$ cat src/rtl/tm_pkg.sv
// Shared types and defaults for the Turing machine front-panel sequencer.
package tm_pkg;

  localparam int STATE_W_MAX  = 4;
  localparam int STATE_W_DEF  = 4;
  localparam int TAPE_LEN_DEF = 64;

  typedef enum logic [1:0] {
    LOAD_RULE = 2'd0,
    LOAD_TAPE = 2'd1,
    RUN       = 2'd2,
    HALT      = 2'd3
  } phase_t;

  typedef struct packed {
    logic [STATE_W_MAX-1:0] next_state;
    logic                   write_sym;
    logic                   move_right;
  } rule_t;

endpackage

$ cat src/rtl/tm_btn_edge.sv
// Registered rising-edge detector for a level-sensitive front-panel button.
module tm_btn_edge (
  input  logic clock,
  input  logic reset,
  input  logic btn,
  output logic rise
);

  logic btn_q;

  always_ff @(posedge clock) begin
    if (reset) btn_q <= 1'b0;
    else       btn_q <= btn;
  end

  assign rise = btn & ~btn_q;

endmodule

$ cat src/rtl/tm_program_sequencer.sv
// Front-panel sequencer: rule entry, tape entry, single-step run and halt.
// Optional free-run stepping in RUN is enabled by defining TM_FREERUN_EN.
module tm_program_sequencer
  import tm_pkg::*;
#(
  parameter int  STATE_W  = STATE_W_DEF,
  parameter int  TAPE_LEN = TAPE_LEN_DEF,
  localparam int TAPE_AW  = $clog2(TAPE_LEN)
) (
  input  logic               clock,
  input  logic               reset,
  input  logic [3:0]         input_data,
  input  logic               Next,
  input  logic               Done,
  input  logic               halted,
  output logic               rule_we,
  output logic [STATE_W:0]   rule_addr,
  output logic [STATE_W+1:0] rule_wdata,
  output logic               tape_we,
  output logic [TAPE_AW-1:0] tape_addr,
  output logic               tape_wdata,
  output logic               step,
  output logic [1:0]         phase,
  output logic               Compute_done
);

  logic nx_e, dn_e, nx, dn;

  tm_btn_edge u_next_edge (.clock(clock), .reset(reset), .btn(Next), .rise(nx_e));
  tm_btn_edge u_done_edge (.clock(clock), .reset(reset), .btn(Done), .rise(dn_e));

  // Done takes priority when both buttons rise together.
  assign dn = dn_e;
  assign nx = nx_e & ~dn_e;

  phase_t                 phase_q, phase_d;
  logic [1:0]             fld_q;
  logic [STATE_W_MAX-1:0] ns_q;
  logic                   ws_q;
  logic [STATE_W:0]       rcnt_q;
  logic                   rule_full_q;
  logic [TAPE_AW-1:0]     tcnt_q;
  logic                   rule_we_d, tape_we_d, step_d;
  rule_t                  rule_new;

`ifdef TM_FREERUN_EN
  logic free_q;
`endif

  always_ff @(posedge clock) begin
    if (reset) phase_q <= LOAD_RULE;
    else       phase_q <= phase_d;
  end

  always_comb begin
    phase_d = phase_q;
    case (phase_q)
      LOAD_RULE: if (dn) phase_d = LOAD_TAPE;
      LOAD_TAPE: if (dn) phase_d = RUN;
      RUN:       if (halted) phase_d = HALT;
      default:   phase_d = HALT;
    endcase
  end

  always_comb begin
    rule_new.next_state = ns_q;
    rule_new.write_sym  = ws_q;
    rule_new.move_right = input_data[0];
    rule_we_d = (phase_q == LOAD_RULE) && nx && (fld_q == 2'd2) && !rule_full_q;
    tape_we_d = (phase_q == LOAD_TAPE) && nx;
`ifdef TM_FREERUN_EN
    step_d    = (phase_q == RUN) && !halted && (free_q || nx);
`else
    step_d    = (phase_q == RUN) && !halted && nx;
`endif
  end

  always_ff @(posedge clock) begin
    if (reset) begin
      fld_q       <= '0;
      ns_q        <= '0;
      ws_q        <= 1'b0;
      rcnt_q      <= '0;
      rule_full_q <= 1'b0;
      tcnt_q      <= '0;
      rule_we     <= 1'b0;
      rule_addr   <= '0;
      rule_wdata  <= '0;
      tape_we     <= 1'b0;
      tape_addr   <= '0;
      tape_wdata  <= 1'b0;
      step        <= 1'b0;
`ifdef TM_FREERUN_EN
      free_q      <= 1'b0;
`endif
    end else begin
      rule_we <= rule_we_d;
      tape_we <= tape_we_d;
      step    <= step_d;

      if (phase_q == LOAD_RULE) begin
        if (dn) begin
          fld_q <= '0;
        end else if (nx) begin
          case (fld_q)
            2'd0:    begin ns_q <= STATE_W_MAX'(input_data[STATE_W-1:0]); fld_q <= 2'd1; end
            2'd1:    begin ws_q <= input_data[0]; fld_q <= 2'd2; end
            default: fld_q <= 2'd0;
          endcase
        end
      end

      // Last rule slot is written once, then the counter stays pinned.
      if (rule_we_d) begin
        rule_addr  <= rcnt_q;
        rule_wdata <= {rule_new.next_state[STATE_W-1:0], rule_new.write_sym, rule_new.move_right};
        if (rcnt_q == '1) rule_full_q <= 1'b1;
        else              rcnt_q      <= rcnt_q + 1'b1;
      end

      if (tape_we_d) begin
        tape_addr  <= tcnt_q;
        tape_wdata <= input_data[0];
        tcnt_q     <= (tcnt_q == TAPE_AW'(TAPE_LEN - 1)) ? '0 : tcnt_q + 1'b1;
      end

`ifdef TM_FREERUN_EN
      if (phase_q == RUN) begin
        if (halted)  free_q <= 1'b0;
        else if (dn) free_q <= ~free_q;
      end
`endif
    end
  end

  assign phase        = phase_q;
  assign Compute_done = (phase_q == HALT);

endmodule

$ cat config.mk
export PLATFORM = sky130hd
export DESIGN_NAME = tm_program_sequencer
export DESIGN_NICKNAME = d
export VERILOG_FILES = /design/src/rtl/tm_pkg.sv /design/src/rtl/tm_btn_edge.sv /design/src/rtl/tm_program_sequencer.sv
export SDC_FILE = /design/constraint.sdc
export NUM_CORES = 1
export LEC_CHECK = 0
export BUFFER_PORTS_ARGS = -buffer_cell sky130_fd_sc_hd__buf_2
export CAP_MARGIN = 40
export CORE_UTILIZATION = 40
export CTS_BUF_LIST = sky130_fd_sc_hd__clkbuf_8
export DETAILED_ROUTE_END_ITERATION = 10
export GPL_ROUTABILITY_DRIVEN = 0
export PLACE_DENSITY = 0.71
export SKIP_CTS_REPAIR_TIMING = 1
export SYNTH_ARGS = -nofsm -noshare
export SYNTH_HDL_FRONTEND = slang
export SYNTH_SLANG_ARGS = --single-unit
$ cat constraint.sdc
create_clock -name clock -period 2.21 [get_ports clock]
set_clock_uncertainty 0.1 [all_clocks]
set_input_delay 0.1105 -clock clock [delete_from_list [all_inputs] [get_ports clock]]
set_output_delay 0.1105 -clock clock [all_outputs]
set_load 0.02 [all_outputs]
==> results.sh <==
export IMPL_drt_iter0_markers=79
export IMPL_rsz0062_at_grt="no"
export IMPL_die_area_mm2=0.00473
export IMPL_ioPinCount=33
export IMPL_drc=0
export IMPL_hold_class="input pin to register"
export IMPL_clock_sinks=44
export IMPL_grt_ovfl_total=0
export IMPL_synth_ff_type="dfxtp_1"
export IMPL_synth_distinct_cells=33
export IMPL_leakage_nw=0.966
export IMPL_finish_instance_area_mm2=0.00213
export IMPL_synth_edf_count=0
export IMPL_worstPathRequired_ns=2.35
export IMPL_multi_input_area_um2=841
export IMPL_port_buffers=32
export IMPL_rows=23
export IMPL_ctsRootBufferMaster="clkbuf_8"
export IMPL_drtPass1Iterations=4
export IMPL_routedWlPerCell_um=11.8
export IMPL_slew_headroom=0.574
export IMPL_initial_core_util=0.430
export IMPL_slew_violations=0
export IMPL_layout_commonest_cell="dfxtp_1"
export IMPL_clock_path_buffers=2
export IMPL_cp_data_arrival_time_ns=2.19
export IMPL_grt_max_degree=26
export IMPL_syn_inst=188
export IMPL_outcome="completed"
export IMPL_critPathMaxFanout=7
export IMPL_final_net_count=237
export IMPL_viasPerCell=4.99
export IMPL_dieHeight_um=68.8
export IMPL_hold_ws_ns=0.00887
export IMPL_syn_avg_cell_area_um2=9.48
export IMPL_cap_violations=0
export IMPL_most_common_layout_cells="dfxtp_1 (44), buf_2 (32), nor2_1 (28), mux2i_1 (18), nand2_1 (18)"
export IMPL_r2r_setup_slack_ns=0.17
export IMPL_clkTransAtPathRegs_ns=0.08
export IMPL_min_delay_path_depth=3
export IMPL_clock_fmax_mhz=489
export IMPL_criticalPathCategory="register to register"
export IMPL_num_vias=1378
export IMPL_fill_cells=400
export IMPL_wl_mm=3.25
export IMPL_h_tree_depth=2
export IMPL_synth_fp_nets=200
export IMPL_synth_seq_cells=44
export IMPL_ys_warn_count=0
export IMPL_powerDensity_mw_per_mm2=682
export IMPL_antenna_found_initial=0
export IMPL_area_growth_pct=19.6
export IMPL_cts_buffers=5
export IMPL_grt_usage=0.153
export IMPL_grt_pass1_wl_mm=5.18
export IMPL_setup_viol=0
export IMPL_seqCellArea_um2=881
export IMPL_ir_drop_mv=0.413
export IMPL_ant_nets=0
export IMPL_min_period_ns=2.04
export IMPL_syn_area_mm2=0.00178
export IMPL_die_w_um=68.8
export IMPL_worst_r2r_cell_count=7
export IMPL_hpwlAfterDp_mm=2.15
export IMPL_cts_tree="done"
export IMPL_yosysSeqAreaShare=0.494
export IMPL_placed_area_mm2=0.00198
export IMPL_crit_path_start_kind="register"
export IMPL_antenna_cells=0
export IMPL_insertion_delay_ns=0.30
export IMPL_grt_pass1_vias=1182
export IMPL_end_kind="register"
export IMPL_ys_async_sr_fraction=0
export IMPL_final_hold_violation_count=0
export IMPL_finalCritPeriodShare=0.925
export IMPL_drive_gt1_frac=0.217
export IMPL_worst_slew_pin_slew_ns=0.637
export IMPL_tns_ns=0
export IMPL_core_area_mm2=0.00414
[layout make-up]
class,count,area share
clock buffers,6,0.0387
clock inverters,2,0.00528
inverters,1,0.00176
multi-input cells,131,0.394
flip-flops and latches,44,0.413
well taps,50,0.0293
repair buffers,42,0.117
[cells in the mapped netlist, types with 2 or more instances]
cell / n / area [um2]
a211oi_1: 2 / 15.0
a21oi_1: 16 / 80.1
and4_1: 2 / 17.5
buf_2: 3 / 15.0
clkbuf_1: 7 / 26.3
dfxtp_1: 44 / 881
ha_1: 3 / 37.5
mux2i_1: 18 / 180
nand2_1: 18 / 67.6
nand2b_1: 4 / 25.0
nand3_1: 4 / 20.0
nand4_1: 4 / 25.0
nor2_1: 28 / 105
nor2b_1: 7 / 43.8
nor3_1: 2 / 10.0
nor3_4: 2 / 32.5
o21ai_0: 5 / 25.0
or3_1: 3 / 18.8
xor2_1: 2 / 17.5
[registers in the layout, indices dropped and copies added, names as in the netlist, 2 cells and up]
| signal | cells |
|---|---|
| ns_q | 4 |
| phase | 2 |
| tcnt_q | 6 |
| rcnt_q | 5 |
| fld_q | 2 |
| rule_wdata | 6 |
| tape_addr | 6 |
| rule_addr | 5 |
[per-stage QoR]
stage,util,std cells,total power [W],setup WS (ns)
floorplan,-,188,0.000919,0.297
global placement,0.477,262,0.000941,0.237
detailed placement,0.477,262,0.000943,0.172
CTS,0.500,270,0.00146,0.151
global route,0.514,276,0.00152,0.0398
finish,0.514,276,0.00145,0.166
[worst max-delay path: stages (launching register included)]
cell and delay (ns):
dfxtp_1 0.36, ha_1 0.22, and3_1 0.18, ha_1 0.20, nor3b_2 0.23, nand4_4 0.18
or3_1 0.38, a21oi_1 0.13
[report_power, final]
| part | switching, W | internal [W] |
|---|---|---|
| Clock | 0.000273 | 0.000249 |
| Combinational | 0.0000643 | 0.0000475 |
| Sequential | 0.0000153 | 0.000805 |
[final timing paths]
check | from | end
max | rcnt_q[0] | rcnt_q[3]
min | input_data[0] | tape_wdata
max reg2reg | rcnt_q[0] | rcnt_q[3]
min reg2reg | tape_wdata | tape_wdata
[layer usage]
metal	wire length (um)	track usage	up-vias	part of all wire
met1	1600	0.179	621	0.49
met3	175	0.0411	7	0.054
met2	1410	0.246	30	0.43
li1	-	-	720	-
met5	0	0	-	0
met4	65	0.0995	0	0.020
[cell families after synthesis]
group / after synthesis / synth area share
fa+ha+maj: 3 / 0.0211
simple gates: 82 / 0.259
flops: 44 / 0.494
compound gates: 25 / 0.0758
mux: 18 / 0.101
xor+xnor: 3 / 0.0147
buf+inv: 13 / 0.0344
Note: power is estimated with default switching activity, not from simulation.
